`src/rtl/uart_pkg.sv`:
```
// Shared UART definitions: frame state encoding, frame shape and baud divisor helper.
// The receiver uses the same package, so both ends agree on the bit period.
package uart_pkg;

    typedef enum logic [1:0] {
        IDLE  = 2'd0,
        START = 2'd1,
        DATA  = 2'd2,
        STOP  = 2'd3
    } uart_state_t;

    localparam int DATA_BITS = 8;
    localparam int STOP_BITS = 1;

    function automatic int calc_clks_per_bit(input int clk_freq, input int baud);
        return clk_freq / baud;
    endfunction

endpackage

```
`src/rtl/uart_tx_fifo.sv`:
```
// Synchronous byte FIFO feeding the transmitter; show-ahead output (dout is the head entry).
module uart_tx_fifo #(
    parameter int DEPTH = 4,
    parameter int WIDTH = 8
) (
    input  logic                       clk,
    input  logic                       rst_n,
    input  logic                       push,
    input  logic                       pop,
    input  logic [WIDTH-1:0]           din,
    output logic [WIDTH-1:0]           dout,
    output logic                       full,
    output logic                       empty,
    output logic [$clog2(DEPTH):0]     level
);

    localparam int AW = $clog2(DEPTH);
    localparam logic [AW:0] FULL_LEVEL = (AW+1)'(DEPTH);

    logic [WIDTH-1:0] mem [DEPTH];
    logic [AW-1:0]    wr_ptr;
    logic [AW-1:0]    rd_ptr;
    logic [AW:0]      count;
    logic             do_push;
    logic             do_pop;

    assign do_push = push && !full;
    assign do_pop  = pop && !empty;

    // DEPTH is a power of two, so the pointers wrap by natural overflow.
    always_ff @(posedge clk or negedge rst_n) begin
        if (!rst_n) begin
            wr_ptr <= '0;
            rd_ptr <= '0;
            count  <= '0;
        end else begin
            if (do_push) wr_ptr <= wr_ptr + AW'(1);
            if (do_pop)  rd_ptr <= rd_ptr + AW'(1);
            case ({do_push, do_pop})
                2'b10:   count <= count + (AW+1)'(1);
                2'b01:   count <= count - (AW+1)'(1);
                default: count <= count;
            endcase
        end
    end

    always_ff @(posedge clk) begin
        if (do_push) mem[wr_ptr] <= din;
    end

    assign dout  = mem[rd_ptr];
    assign full  = (count == FULL_LEVEL);
    assign empty = (count == '0);
    assign level = count;

endmodule

```
`src/rtl/uart_transmitter.sv`:
```
// 8N1 UART transmitter: byte FIFO in front of a start/data/stop serialiser.
// Handshake: a byte is taken on any rising edge with tx_valid && tx_ready; holding tx_valid while tx_ready is low stalls.
module uart_transmitter
    import uart_pkg::*;
#(
    parameter int CLK_FREQ     = 50000000,
    parameter int BAUD         = 115200,
    parameter int CLKS_PER_BIT = calc_clks_per_bit(CLK_FREQ, BAUD),
    parameter int FIFO_DEPTH   = 4
) (
    input  logic                          clk,
    input  logic                          rst_n,
    input  logic [7:0]                    tx_data,
    input  logic                          tx_valid,
    output logic                          tx_ready,
    output logic                          uart_tx,
    output logic                          tx_busy,
    output logic [$clog2(FIFO_DEPTH):0]   fifo_level
);

    localparam int CW = $clog2(CLKS_PER_BIT);
    localparam logic [CW-1:0] BAUD_LAST = CW'(CLKS_PER_BIT - 1);

    uart_state_t state, state_next;
    logic [CW-1:0] baud_cnt, baud_cnt_next;
    logic [7:0]    shift_reg, shift_next;
    logic [2:0]    bit_idx, bit_idx_next;
    logic          line_next;
    logic          baud_last;
    logic          fifo_pop;
    logic          fifo_full;
    logic          fifo_empty;
    logic [7:0]    fifo_dout;

    assign tx_ready = !fifo_full;

    uart_tx_fifo #(.DEPTH(FIFO_DEPTH), .WIDTH(8)) u_fifo (
        .clk   (clk),
        .rst_n (rst_n),
        .push  (tx_valid && tx_ready),
        .pop   (fifo_pop),
        .din   (tx_data),
        .dout  (fifo_dout),
        .full  (fifo_full),
        .empty (fifo_empty),
        .level (fifo_level)
    );

    assign baud_last = (baud_cnt == BAUD_LAST);

    always_ff @(posedge clk or negedge rst_n) begin
        if (!rst_n) begin
            state     <= IDLE;
            baud_cnt  <= '0;
            shift_reg <= '0;
            bit_idx   <= '0;
            uart_tx   <= 1'b1;
        end else begin
            state     <= state_next;
            baud_cnt  <= baud_cnt_next;
            shift_reg <= shift_next;
            bit_idx   <= bit_idx_next;
            uart_tx   <= line_next;
        end
    end

    // The line level is decoded from the current state and registered, so uart_tx trails the state by one cycle
    // uniformly across the whole frame; frame length and back-to-back spacing are unaffected.
    always_comb begin
        state_next    = state;
        baud_cnt_next = baud_last ? '0 : baud_cnt + CW'(1);
        shift_next    = shift_reg;
        bit_idx_next  = bit_idx;
        line_next     = 1'b1;
        fifo_pop      = 1'b0;
        case (state)
            IDLE: begin
                baud_cnt_next = '0;
                if (!fifo_empty) begin
                    fifo_pop   = 1'b1;
                    shift_next = fifo_dout;
                    state_next = START;
                end
            end
            START: begin
                line_next = 1'b0;
                if (baud_last) begin
                    state_next   = DATA;
                    bit_idx_next = '0;
                end
            end
            DATA: begin
                line_next = shift_reg[0];
                if (baud_last) begin
                    shift_next = shift_reg >> 1;
                    if (bit_idx == 3'(DATA_BITS - 1)) begin
                        state_next   = STOP;
                        bit_idx_next = '0;
                    end else begin
                        bit_idx_next = bit_idx + 3'd1;
                    end
                end
            end
            STOP: begin
                if (baud_last) begin
                    if (bit_idx != 3'(STOP_BITS - 1)) begin
                        bit_idx_next = bit_idx + 3'd1;
                    end else if (!fifo_empty) begin
                        fifo_pop   = 1'b1;
                        shift_next = fifo_dout;
                        state_next = START;
                    end else begin
                        state_next = IDLE;
                    end
                end
            end
            default: state_next = IDLE;
        endcase
    end

    assign tx_busy = (state != IDLE) || (fifo_level != '0);

endmodule

```
`config.mk`:
```
export PLATFORM = sky130hd
export DESIGN_NAME = uart_transmitter
export DESIGN_NICKNAME = d
export VERILOG_FILES = /design/src/rtl/uart_pkg.sv /design/src/rtl/uart_tx_fifo.sv /design/src/rtl/uart_transmitter.sv
export SDC_FILE = /design/constraint.sdc
export NUM_CORES = 1
export LEC_CHECK = 0
export ABC_AREA = 1
export CAP_MARGIN = 20
export CORE_MARGIN = 2
export CORE_UTILIZATION = 59
export DETAILED_ROUTE_END_ITERATION = 8
export PLACE_DENSITY = 0.89
export SLEW_MARGIN = 10
export SYNTH_ARGS = -nofsm -noshare
export SYNTH_HDL_FRONTEND = slang
export SYNTH_SLANG_ARGS = --single-unit
```
`constraint.sdc`:
```
create_clock -name clk -period 2.6 [get_ports clk]
set_clock_uncertainty 0.1 [all_clocks]
set_input_delay 0.26 -clock clk [delete_from_list [all_inputs] [get_ports clk]]
set_output_delay 0.26 -clock clk [all_outputs]
set_load 0.02 [all_outputs]
```
Yosys cells after proc, flatten, opt, wreduce, memory -nomap -nowiden
Memory sizes are Yosys's and may differ from the RTL's.
Cells that the tools add are included.
{ "word_totals": {"regBits": 30, "latchBits": 0, "ramBits": 32, "romBits": 0, "inputBits": 11, "memories": 1} }
{ "memory_table": {"columns": ["memory", "words", "width", "read_ports", "rd_ports_with_merged_regs", "wr", "line_no", "text"], "rows": [
  ["u_fifo.mem", 4, 8, 1, 0, 1, "uart_tx_fifo.sv:20", "logic [WIDTH-1:0] mem [DEPTH];"]
]} }
{ "classes": {"add_sub_neg": 6, "multipliers": 0, "div": 0, "n_lt_le_gt_ge": 0, "n_eq_ne": 15, "shifts": 0, "mux": 29, "bitwise": 0, "n_reduce_logical": 17} }
{ "op_table": {"columns": ["cell", "count"], "rows": [
  ["$mux W8", 4],
  ["$pmux W8 S3", 1],
  ["$mux W9", 2],
  ["$mux W3", 5],
  ["$ne A2 B2 Y1 const B", 7],
  ["$mux W2", 6],
  ["$reduce_bool A3 Y1", 4],
  ["$add A9 B1 Y9 const B", 1],
  ["$eq A9 B9 Y1 const B", 1],
  ["$pmux W3 S3", 1],
  ["$pmux W2 S4", 1],
  ["$add A3 B1 Y3 const B", 2],
  ["$eq A2 B2 Y1 const B", 3],
  ["$eq A3 B3 Y1 const B", 2],
  ["$mux W1", 6],
  ["$pmux W3 S2", 1],
  ["$reduce_and A6 Y1", 1],
  ["$reduce_and A5 Y1", 1],
  ["$add A2 B1 Y2 const B", 2],
  ["$eq A2 B1 Y1 const B", 2],
  ["$pmux W1 S2", 2],
  ["$reduce_and A4 Y1", 1],
  ["$reduce_bool A2 Y1", 2],
  ["$logic_and A1 B1 Y1", 3],
  ["other kinds (5)", 6]
]} }

Longest topological paths before layout
Gate-level depths: netlist (run 1).
{ "logic_depth": {"word_depth": 8, "depth_mapped": 14} }

Cells and area by module
A second synthesis (run 1) with hierarchy kept.
{ "hier_totals": {"cells_unflattened": 329, "area_unflattened_um2": 3136.8} }
{ "modules_own_cells": {"columns": ["mod", "instances", "cells_each", "area_per_inst_um2", "seq_area_each_um2"], "rows": [
  ["uart_tx_fifo", 1, 154, 1751.7, 1136.1],
  ["uart_transmitter", 1, 175, 1385.1, 576.8]
]} }

Worst setup path before layout (run 1)
Ideal clock, no wire load.
{ "synth_path": {"path_type": "register to register", "from": "reg u_fifo.count[1] (netlist: u_fifo.level[1])", "to": "reg u_fifo.count[2] (netlist: u_fifo.level[2])", "arrival_time_ps": 2026, "required_time_ps": 2369, "path_slack_ps": 343, "stages_incl_launch_ff": 10, "n_path_buf": 0, "synth_period_minus_slack_ps": 2257, "cell_sequence": "dfrtp_1 > nor2_1 > nand2_1 > nand2_2 > ha_1 > inv_1 > fa_1 > a21oi_1 > o21ai_0 > xor2_1"} }
{ "synth_between": {"word_cells_on_any_way": 17} }
{ "synth_lines": {"columns": ["element", "line_no", "text"], "rows": [
  ["start: declaration", "uart_tx_fifo.sv:23", "logic [AW:0] count;"],
  ["start signal: assignment", "uart_tx_fifo.sv:40", "2'b10: count <= count + (AW+1)'(1);"],
  ["start signal: assignment", "uart_tx_fifo.sv:41", "2'b01: count <= count - (AW+1)'(1);"],
  ["start signal: assignment", "uart_tx_fifo.sv:42", "default: count <= count;"],
  ["$eq A3 B3 Y1 (*)", "uart_tx_fifo.sv:52", "assign full = (count == FULL_LEVEL);"],
  ["$logic_not A1 Y1 (*)", "uart_transmitter.sv:35", "assign tx_ready = !fifo_full;"],
  ["named net tx_ready", "uart_transmitter.sv:15", "output logic tx_ready,"],
  ["$logic_and A1 B1 Y1", "uart_transmitter.sv:40", ".push (tx_valid && tx_ready),"],
  ["$logic_and A1 B1 Y1 (*)", "uart_tx_fifo.sv:27", "assign do_push = push && !full;"],
  ["$eq A2 B1 Y1 or $eq A2 B2 Y1 (tied branches)", "uart_tx_fifo.sv:39", "case ({do_push, do_pop})"],
  ["$pmux W3 S2 or $reduce_bool A2 Y1 (tied branches)", null, null]
]} }
Mark *: on every way through the listed nets, which the timed path passes. The rest lies on a longest branch.
A chain may end at the register's enable or synchronous reset.

Final worst setup path (run 1)
{ "layout_path": {"from": "reg baud_cnt[1]", "to": "reg u_fifo.count[2] (netlist: u_fifo.level[2])"} }
{ "layout_between": {"elab_chain_cells": 6, "word_cells_on_any_way": 8} }
{ "layout_rtl": {"columns": ["element", "line_no", "text"], "rows": [
  ["start: declaration", "uart_transmitter.sv:25", "logic [CW-1:0] baud_cnt, baud_cnt_next;"],
  ["start signal: assignment", "uart_transmitter.sv:60", "baud_cnt <= baud_cnt_next;"],
  ["$eq A9 B9 Y1 (*)", "uart_transmitter.sv:49", "assign baud_last = (baud_cnt == BAUD_LAST);"],
  ["$mux W1 (*)", "uart_transmitter.sv:105", "if (baud_last) begin"],
  ["$pmux W1 S2 (*)", "uart_transmitter.sv:76", "case (state)"],
  ["$logic_and A1 B1 Y1 (*)", "uart_tx_fifo.sv:28", "assign do_pop = pop && !empty;"],
  ["named net u_fifo.do_pop", "uart_tx_fifo.sv:25", "logic do_pop;"],
  ["$eq A2 B1 Y1 or $eq A2 B2 Y1 (tied branches)", "uart_tx_fifo.sv:39", null],
  ["$pmux W3 S2 or $reduce_bool A2 Y1 (tied branches)", null, null]
]} }
Marks and branches as above.

==> results of run 1 <==
==> cells by family after synthesis <==
logic type	synth area share, %
xor gates and xnor gates	1.75
adders and majority gates	6.50
buffers and inverters	5.08
and+or+nand+nor	25.2
AOI/OAI and AO/OA	4.46
DFF	57.0
==> layout by cell type (no fill, tap or decap), types with 7 or more instances in the layout <==
master,instances
nand2_1,94
nand3_1,38
edfxtp_1,32
dfrtp_1,27
inv_1,23
nor2_1,20
clkdlybuf4s50_1,16
buf_4,16
ha_1,11
clkbuf_8,9
o21ai_1,8
inv_2,7
nand2_2,7
a21oi_1,7
==> layer usage <==
| metal | vias up | GRT usage, % | wire, µm |
|---|---|---|---|
| met5 | - | 0 | 0 |
| met1 | 1071 | 31.2 | 2610 |
| met3 | 16 | 5.82 | 324 |
| met4 | 0 | 10.9 | 151 |
| met2 | 72 | 37.7 | 3370 |
| li1 | 1093 | - | - |
==> where the power goes <==
part	switching (mW)	total [mW]	internal, mW
clock network	0.398	0.744	0.346
registers	0.0692	1.25	1.18
logic	0.301	0.491	0.190
==> final cells by class <==
| type | instances | area [µm²] | share of cell area [%] |
|---|---|---|---|
| flip-flops and latches | 62 | 1720 | 48.7 |
| well taps | 67 | 83.8 | 2.38 |
| inverters | 32 | 123 | 3.48 |
| clock inverters | 7 | 51.3 | 1.46 |
| repair buffers | 32 | 280 | 7.95 |
| clock buffers | 9 | 124 | 3.51 |
| multi-input cells | 213 | 1150 | 32.6 |
==> synthesized netlist by cell type, types with 2 or more instances <==
cell      number  area, µm²
inv_1         24       90.1
clkbuf_1       2       7.51
inv_2          6       22.5
buf_4          3       22.5
xnor2_1        3       26.3
ha_1          14        175
nor2_1        21       78.8
nand3_2        2       20.0
o21ai_0        4       20.0
nor3_1         3       15.0
edfxtp_1      32        961
o21ai_1        7       35.0
xor2_1         3       26.3
nand3_1       38        190
dfrtp_1       29        726
nand2_2        7       43.8
a21oi_1        7       35.0
nand2_1       94        353
==> critical path, stage by stage, from the launching register on <==
cell,delay (ns)
dfrtp_1,0.38
inv_1,0.08
ha_2,0.20
nand2_1,0.10
nor2_2,0.16
nand2_2,0.13
nand2_4,0.11
nand2_2,0.09
inv_2,0.08
ha_1,0.15
inv_1,0.07
fa_1,0.40
a21oi_1,0.17
o21ai_1,0.10
xor2_1,0.15
==> worst max-delay path by stage <==
| stage | from | end | slack, ns | cells after the start |
|---|---|---|---|---|
| finish | baud_cnt[1]$_DFF_PN0_ | u_fifo.level[2]$_DFFE_PN0P_ | 0.02 | 14 |
| global route | baud_cnt[1]$_DFF_PN0_ | u_fifo.level[2]$_DFFE_PN0P_ | -0.05 | 14 |
| CTS | state[1]$_DFFE_PN0P_ | u_fifo.level[2]$_DFFE_PN0P_ | 0.02 | 13 |
| detailed placement | state[1]$_DFFE_PN0P_ | u_fifo.level[2]$_DFFE_PN0P_ | 0.09 | 13 |
| global placement | baud_cnt[1]$_DFF_PN0_ | u_fifo.level[2]$_DFFE_PN0P_ | 0.25 | 14 |
| floorplan | u_fifo.level[1]$_DFFE_PN0P_ | u_fifo.level[2]$_DFFE_PN0P_ | 0.34 | 9 |
==> metrics by stage <==
step           setup WS [ns]  hold slack, ns
3_3_place_gp           0.255           0.356
4_1_cts               0.0187           0.225
5_1_grt              -0.0456           0.248
6_report              0.0181           0.213
2_1_floorplan          0.343          -0.136
3_5_place_dp          0.0943           0.364
==> what timing repair did <==
item                       CTS  global route
gates resized for setup      1             7
hold buffers                 0             0
gates cloned                 0             0
pin swaps                    0             3
setup endpoints to repair    1             1
setup buffers                0             9
==> summary.txt, run 1 <==
final instance area - 3520 µm²
aggregate global-route resource usage - 23.7%
ANT nets after route - 0
FF-to-FF Start - baud_cnt[1]$_DFF_PN0_
final core utilization - 73.2%
cell area after synthesis - 3000 µm²
area grow syn2layout - 17.4%
GPL Wtd Cong - 0.919
register area share after synthesis - 57.0%
nets@finish - 376
Num CTS Buffers - 9
EDFF count, synth - 32
Async SR Flop Fraction - 48.4%
CP max FO - 5
VDD IR max - 621 µV
CP Launch Type - flop
Port Buffers - 16
die height - 75.3 µm
pwr/cell area - 706 nW/µm²
Final Hold Vio Count - 0
Register-to-Register Path Depth - 14
Pins Over Slew Limit - 0
clock latency on the worst-skew pair - 0.34 ns
YS warnings - 0
CTS sink count - 62
grt total ovfl - 0
share of layout cells above drive strength 1 - 17.5%
CTS tree - done
Clock transition at path regs - 0.07 ns
I/O pins - 17
Rel. slew slack - 57.0%
vias in the first global route - 2,040
placed instance count - 397
Max Cap Violations - 0
dpl hpwl - 3900 µm
Setup CP Type - flop to flop
drt first-iter violations - 228
First-pass DRT Iterations - 5
net count after synthesis - 338
Max Freq - 387 MHz
#FFs+latches synth - 62
final WL - 6460 µm
Final Instance Count excl. Fillers - 422
Setup Total Neg Slack - 0 ns
final worst-path cycle share - 99.3%
Leak - 1.56 nW
Placed Instance Area - 3270 µm²
outcome - finished, final reports clean
vias per inst - 5.34
Crit. End Element - flop
initial antenna violation count - 0
CTS max path bufs - 2
Min Clock Period, post-route - 2.58 ns
drt wl/cell - 15.3 µm
Worst Max-Slew Pin Slew - 0.645 ns
Netlist cell types - 31
synthesized area per cell - 9.62 µm²
worst hold path class - input port to async pin
R2R Path End - u_fifo.level[2]$_DFFE_PN0P_
WP data arrival - 2.70 ns
Final Power - 2.49 mW
Die Area - 5680 µm²
DRC Markers - 0
commonest register cell after synthesis - edfxtp_1
Via Count - 2,252
CP Data Required Time - 2.72 ns
FP Rows - 25
first-pass GRT wire length - 9740 µm
pin count of the biggest net entering global routing - 31
endpoints failing setup - 0
CTS root buf - clkbuf_8
Synth Instances - 312
max FFs per register - 32
CTS HTree Levels - 3
flop2flop setup slack - 0.02 ns
antenna cells - 0
Layout fillers - 316
Die Width - 75.3 µm
core area - 4820 µm²
Starting Density - 62.3%
No activity file was read; power rests on OpenSTA's default activity.
==> run 2: changes to the inputs <==
SKIP_CTS_REPAIR_TIMING = 1   (was unset)
==> run 2 against run 1 <==
Effect of this change:
- combinational power about the same
- highest routed layer unchanged
- critical path depth unchanged
- clock power about the same
- via count increased by 0.31%
- flip-flop and latch count is the same
- global-route usage fell by 0.11 points
- total power hardly changed
- sequential power about the same
- setup slack gained 0.038 ns
- critical endpoint unchanged
- worst hold slack hardly changed
- final area down 0.21%
==> summary.txt, run 2 (synthesis gave the netlist of run 1 again) <==
Min Clock Period, post-route - 2.54 ns (-0.0376 ns)
Placed Instance Area - 3270 µm² (unchanged)
area grow syn2layout - 17.1%
drt wl/cell - 15.1 µm (-1.1%)
Leak - 1.56 nW (-0.35%)
Final Hold Vio Count - 0 (unchanged)
clock latency on the worst-skew pair - 0.33 ns (about the same)
I/O pins - 17 (unchanged)
Metal-1 WL - 2580 µm (-1.5%)
pwr/cell area - 707 nW/µm² (+0.17%)
Starting Density - 62.3% (unchanged)
Register-to-Register Path Depth - 14 (unchanged)
flop2flop setup slack - 0.06 ns (+0.04 ns)
aggregate global-route resource usage - 23.6% (-0.11 points)
CP max FO - 4 (-1)
CTS root buf - clkbuf_8
Clk pwr share - 29.9% (about the same)
die height - 75.3 µm (unchanged)
Max Freq - 393 MHz (+1.5%)
sw power - 0.767 mW (-0.18%)
CTS max path bufs - 2 (unchanged)
commonest non-fill, non-tap cell in the layout - nand2_1
CP Data Required Time - 2.71 ns (about the same)
Die Width - 75.3 µm (unchanged)
Max Cap Violations - 0 (unchanged)
met2 WL - 3360 µm (-0.27%)
nets@finish - 375 (-0.27%)
ANT nets after route - 0 (unchanged)
Layout fillers - 318 (+0.63%)
initial antenna violation count - 0 (unchanged)
CTS tree - done
Clock transition at path regs - 0.07 ns (about the same)
area of the multi-input gates - 1150 µm² (unchanged)
pin count of the biggest net entering global routing - 31 (unchanged)
dpl hpwl - 3900 µm (unchanged)
Worst Max-Slew Pin Slew - 0.630 ns (-0.0155 ns)
grt total ovfl - 0 (unchanged)
CTS HTree Levels - 3 (unchanged)
vias in the first global route - 2,029 (-0.54%)
Crit. End Element - flop
DRC Markers - 0 (unchanged)
register area - 1720 µm² (unchanged)
placed instance count - 397 (unchanged)
endpoints failing setup - 0 (unchanged)
routed wl met3 - 331 µm (+2.2%)
drt first-iter violations - 209 (-8.3%)
Seq pwr share - 50.4% (about the same)
core area - 4820 µm² (unchanged)
CP Launch Type - flop
Num CTS Buffers - 9 (unchanged)
Hold Slack - 0.213 ns (+0.000239 ns)
FP Rows - 25 (unchanged)
Setup CP Type - flop to flop
combinational share of power - 19.8% (about the same)
Pins Over Slew Limit - 0 (unchanged)
WP data arrival - 2.66 ns (-0.04 ns)
final worst-path cycle share - 97.9% (-1.4 points)
First-pass DRT Iterations - 6 (+1)
outcome - finished, final reports clean
max FFs per register - 32 (unchanged)
Max Used Layer - met4
Cell Int Power - 1.72 mW (about the same)
Sw Share - 30.8% (-0.042 points)
Port Buffers - 16 (unchanged)
GPL Wtd Cong - 0.919 (unchanged)
final WL - 6370 µm (-1.4%)
final instance area - 3520 µm² (-0.21%)
antenna cells - 0 (unchanged)
Rel. slew slack - 58.0% (+1.0 points)
Via Count - 2,259 (+0.31%)
first-pass GRT wire length - 9690 µm (-0.42%)
Die Area - 5680 µm² (unchanged)
VDD IR max - 621 µV (about the same)
Final Instance Count excl. Fillers - 421 (-0.24%)
CTS sink count - 62 (unchanged)
vias per inst - 5.37 (+0.55%)
share of layout cells above drive strength 1 - 17.2% (-0.23 points)
highest-count cells in the layout ignoring fill and taps - nand2_1 (94), nand3_1 (38), edfxtp_1 (32), dfrtp_1 (27), inv_1 (23)
worst hold path class - input port to async pin
[run 2: changes by cell type in the layout (fill, tap and decap cells not counted), sizes merged]
cell / delta
buf: -1
[run 2: final cells by class]
class	instances	area share, %
sequential	62	48.8
multi-input combinational	213	32.6
timing repair buffer	31	7.76
clock buffer	9	3.52
inverter	32	3.49
tap	67	2.38
clock inverter	7	1.46
[run 2: worst paths after layout]
check | startpoint | to
setup / recovery | state[1]$_DFFE_PN0P_ | u_fifo.level[2]$_DFFE_PN0P_
hold / removal | rst_n | shift_reg[4]$_DFFE_PN0P_
setup reg to reg | state[1]$_DFFE_PN0P_ | u_fifo.level[2]$_DFFE_PN0P_
hold reg to reg | shift_reg[1]$_DFFE_PN0P_ | shift_reg[1]$_DFFE_PN0P_
max in group asynchronous | rst_n | uart_tx$_DFF_PN1_
min in group clk | shift_reg[1]$_DFFE_PN0P_ | shift_reg[1]$_DFFE_PN0P_
[run 2: critical path: stages (launching register included)]
cell and delay [ns]:
dfrtp_2 0.44, inv_1 0.09, ha_2 0.20, inv_1 0.09
nand2_1 0.09, inv_1 0.07, nor2_1 0.13, nand2_2 0.11
inv_2 0.08, ha_1 0.15, inv_1 0.07, fa_1 0.40
a21oi_1 0.17, o21ai_1 0.10, xor2_1 0.15
[run 2: metrics by stage]
step	setup WS (ns)	setup TNS, ns	util [%]	power (mW)
after global routing	-0.0196	-0.0196	73.0	2.59
after CTS	-0.0161	-0.0161	71.5	2.48
after global placement	0.255	0	67.9	1.71
after detailed placement	0.0943	0	67.9	1.73
after floorplan	0.343	0	-	1.52
final	0.0558	0	73.0	2.49
[run 2: per-layer routing]
layer / track usage (%) / vias to the layer above
met5: 0 / -
met4: 10.9 / 0
met3: 5.82 / 10
met2: 37.3 / 86
met1: 31.2 / 1071
li1: - / 1092
[run 2: power by group through the flow]
stage | clock [mW] | combinational [mW] | sequential, mW
2_1_floorplan | 0 | 0.242 | 1.28
3_3_place_gp | 0 | 0.457 | 1.26
3_5_place_dp | 0 | 0.473 | 1.26
4_1_cts | 0.741 | 0.489 | 1.25
5_1_grt | 0.801 | 0.534 | 1.26
6_report | 0.743 | 0.491 | 1.25
==> run 3: changes to the inputs <==
RECOVER_POWER = 50   (was unset)
==> run 3 against run 2 <==
Effect of this change:
- first-iteration DRC count decreased by 1.9%
- critical path depth unchanged
- critical endpoint unchanged
- via count rose by 0.53%
- die area unchanged
- global-route usage unchanged
- final area shrank 0.28%
- flip-flop and latch count did not move
- cell count unchanged
- the run now ends with max-capacitance violations, max-slew violations left
- total power about the same
- critical path type unchanged
==> summary.txt, run 3 (synthesis gave the netlist of run 1 again) <==
first-pass GRT wire length - 9690 µm (unchanged)
core area - 4820 µm² (unchanged)
CP Cell Sequence - inv_1 -> ha_2 -> inv_1 -> nand2_1 -> inv_1 -> nor2_1 -> nand2_2 -> inv_2 -> ha_1 -> inv_1 -> fa_1 -> a21oi_1 -> o21ai_1 -> xor2_1
failing checks - max-capacitance violations, max-slew violations
Crit-path slowest cell - dfrtp_2
sw power - 0.770 mW (+0.45%)
endpoints failing setup - 0 (unchanged)
Die Width - 75.3 µm (unchanged)
Rel. slew slack - -7.16% (-65 points)
Clock transition at path regs - 0.07 ns (about the same)
aggregate global-route resource usage - 23.6% (unchanged)
CP max FO - 4 (unchanged)
DRC Markers - 0 (unchanged)
commonest non-fill, non-tap cell in the layout - nand2_1
Die Area - 5680 µm² (unchanged)
Pins Over Slew Limit - 31 (+31)
Critical path buffers and inverters - 5 (unchanged)
FP Rows - 25 (unchanged)
Top delay family on crit path - adder cells
highest-count cells in the layout ignoring fill and taps - nand2_1 (94), nand3_1 (38), edfxtp_1 (32), dfrtp_1 (27), inv_1 (23)
Max Cap Violations - 1 (+1)
CP Launch Type - flop
Leak - 1.55 nW (-0.20%)
pin count of the biggest net entering global routing - 31 (unchanged)
Final Hold Vio Count - 0 (unchanged)
Setup Total Neg Slack - 0 ns (unchanged)
vias per inst - 5.39 (+0.53%)
Port Buffers - 16 (unchanged)
critical path's largest stage delay - 0.44 ns (about the same)
CTS root buf - clkbuf_8
met2 Usage GRT - 37.3% (unchanged)
Starting Density - 62.3% (unchanged)
GPL Wtd Cong - 0.919 (unchanged)
antenna cells - 0 (unchanged)
initial antenna violation count - 0 (unchanged)
Crit. End Element - flop
nets@finish - 375 (unchanged)
final WL - 6360 µm (-0.19%)
combinational share of power - 19.6% (-0.2 points)
Via Count - 2,271 (+0.53%)
outcome - finished with violations
met3 Resource Use GR - 5.82% (unchanged)
area grow syn2layout - 16.8%
clock latency on the worst-skew pair - 0.34 ns (about the same)
share of layout cells above drive strength 1 - 16.4% (-0.85 points)
VDD IR max - 623 µV (+0.32%)
grt total ovfl - 0 (unchanged)
Sw Share - 31.0% (+0.14 points)
Cell Int Power - 1.72 mW (-0.21%)
CTS HTree Levels - 3 (unchanged)
CTS sink count - 62 (unchanged)
Crit path top cell by count - inv_1
busiest grt layer - met2
Seq pwr share - 50.4% (about the same)
Worst Max-Slew Pin Slew - 1.61 ns (+0.978 ns)
Max Freq - 394 MHz (+0.13%)
drt first-iter violations - 205 (-1.9%)
max FFs per register - 32 (unchanged)
dpl hpwl - 3900 µm (unchanged)
GRT met1 Usage - 31.2% (unchanged)
vias in the first global route - 2,029 (unchanged)
setup ws final - 0.0589 ns (+0.00320 ns)
First-pass DRT Iterations - 7 (+1)
Clk pwr share - 30.1% (+0.2 points)
pre-CTS WS - 0.0943 ns (unchanged)
CTS max path bufs - 2 (unchanged)
Setup CP Type - flop to flop
CTS tree - done
pwr/cell area - 709 nW/µm² (+0.28%)
worst hold path class - flop to flop
Min Clock Period, post-route - 2.54 ns (-0.00320 ns)
drt wl/cell - 15.1 µm (-0.19%)
WP data arrival - 2.65 ns (about the same)
I/O pins - 17 (unchanged)
Num CTS Buffers - 9 (unchanged)
CP Data Required Time - 2.71 ns (about the same)
final worst-path cycle share - 97.7% (-0.12 points)
ANT nets after route - 0 (unchanged)
die height - 75.3 µm (unchanged)
run 3: cell types whose count changed in the layout (fill, tap and decap cells not counted):
cell             before  now
clkbuf_1              0    2
clkdlybuf4s50_1      16    7
ha_2                  3    2
ha_1                 11   12
dlygate4sd3_1         0    9
buf_4                15   13
run 3: path summary, 6_finish.rpt:
check / startpoint / to / slack, ns / depth (start not counted)
worst max-delay path: state[1]$_DFFE_PN0P_ / u_fifo.level[2]$_DFFE_PN0P_ / 0.06 / 14
worst min-delay path: shift_reg[1]$_DFFE_PN0P_ / shift_reg[1]$_DFFE_PN0P_ / 0.38 / 2
worst max register to register: state[1]$_DFFE_PN0P_ / u_fifo.level[2]$_DFFE_PN0P_ / 0.06 / 14
worst min register to register: shift_reg[1]$_DFFE_PN0P_ / shift_reg[1]$_DFFE_PN0P_ / 0.38 / 2
max in group asynchronous: rst_n / state[1]$_DFFE_PN0P_ / 0.59 / 2
min in group asynchronous: rst_n / shift_reg[4]$_DFFE_PN0P_ / 0.76 / 2
run 3: layout make-up:
type | instances | area (µm²)
Multi-Input combinational cell | 213 | 1140
Timing Repair Buffer | 31 | 265
Clock buffer | 9 | 124
Sequential cell | 62 | 1720
Fill cell | 322 | 1310
Clock inverter | 7 | 51.3
Inverter | 32 | 123
Tap cell | 67 | 83.8
run 3: per-stage QoR:
stage / util [%] / hold slack (ns) / cell area [µm²] / power, mW / instances
floorplan: - / -0.136 / 3000 / 1.52 / 312
global placement: 67.9 / 0.356 / 3270 / 1.71 / 397
global route: 72.8 / 0.398 / 3510 / 2.59 / 421
CTS: 71.5 / 0.225 / 3440 / 2.48 / 413
detailed placement: 67.9 / 0.364 / 3270 / 1.73 / 397
finish: 72.8 / 0.384 / 3510 / 2.49 / 421
run 3: power by group through the flow:
stage	Combinational, mW	Clock (mW)	Sequential [mW]
floorplan	0.242	0	1.28
finish	0.487	0.747	1.25
global placement	0.457	0	1.26
detailed placement	0.473	0	1.26
global route	0.531	0.801	1.26
CTS	0.489	0.741	1.25
run 3: worst register-to-register path, cell delays in order, from the launching register on:
cell and delay [ns]:
dfrtp_2 0.44, inv_1 0.09, ha_2 0.20, inv_1 0.09, nand2_1 0.09, inv_1 0.07
nor2_1 0.13, nand2_2 0.11, inv_2 0.08, ha_1 0.15, inv_1 0.07, fa_1 0.40
a21oi_1 0.17, o21ai_1 0.10, xor2_1 0.15
run 3: routing by layer:
layer,vias to the layer above,share of wire (%),routed length (µm)
li1,1092,-,-
met3,9,5.7,365
met4,0,1.6,103
met5,-,0,0
met2,89,53,3350
met1,1081,40,2530
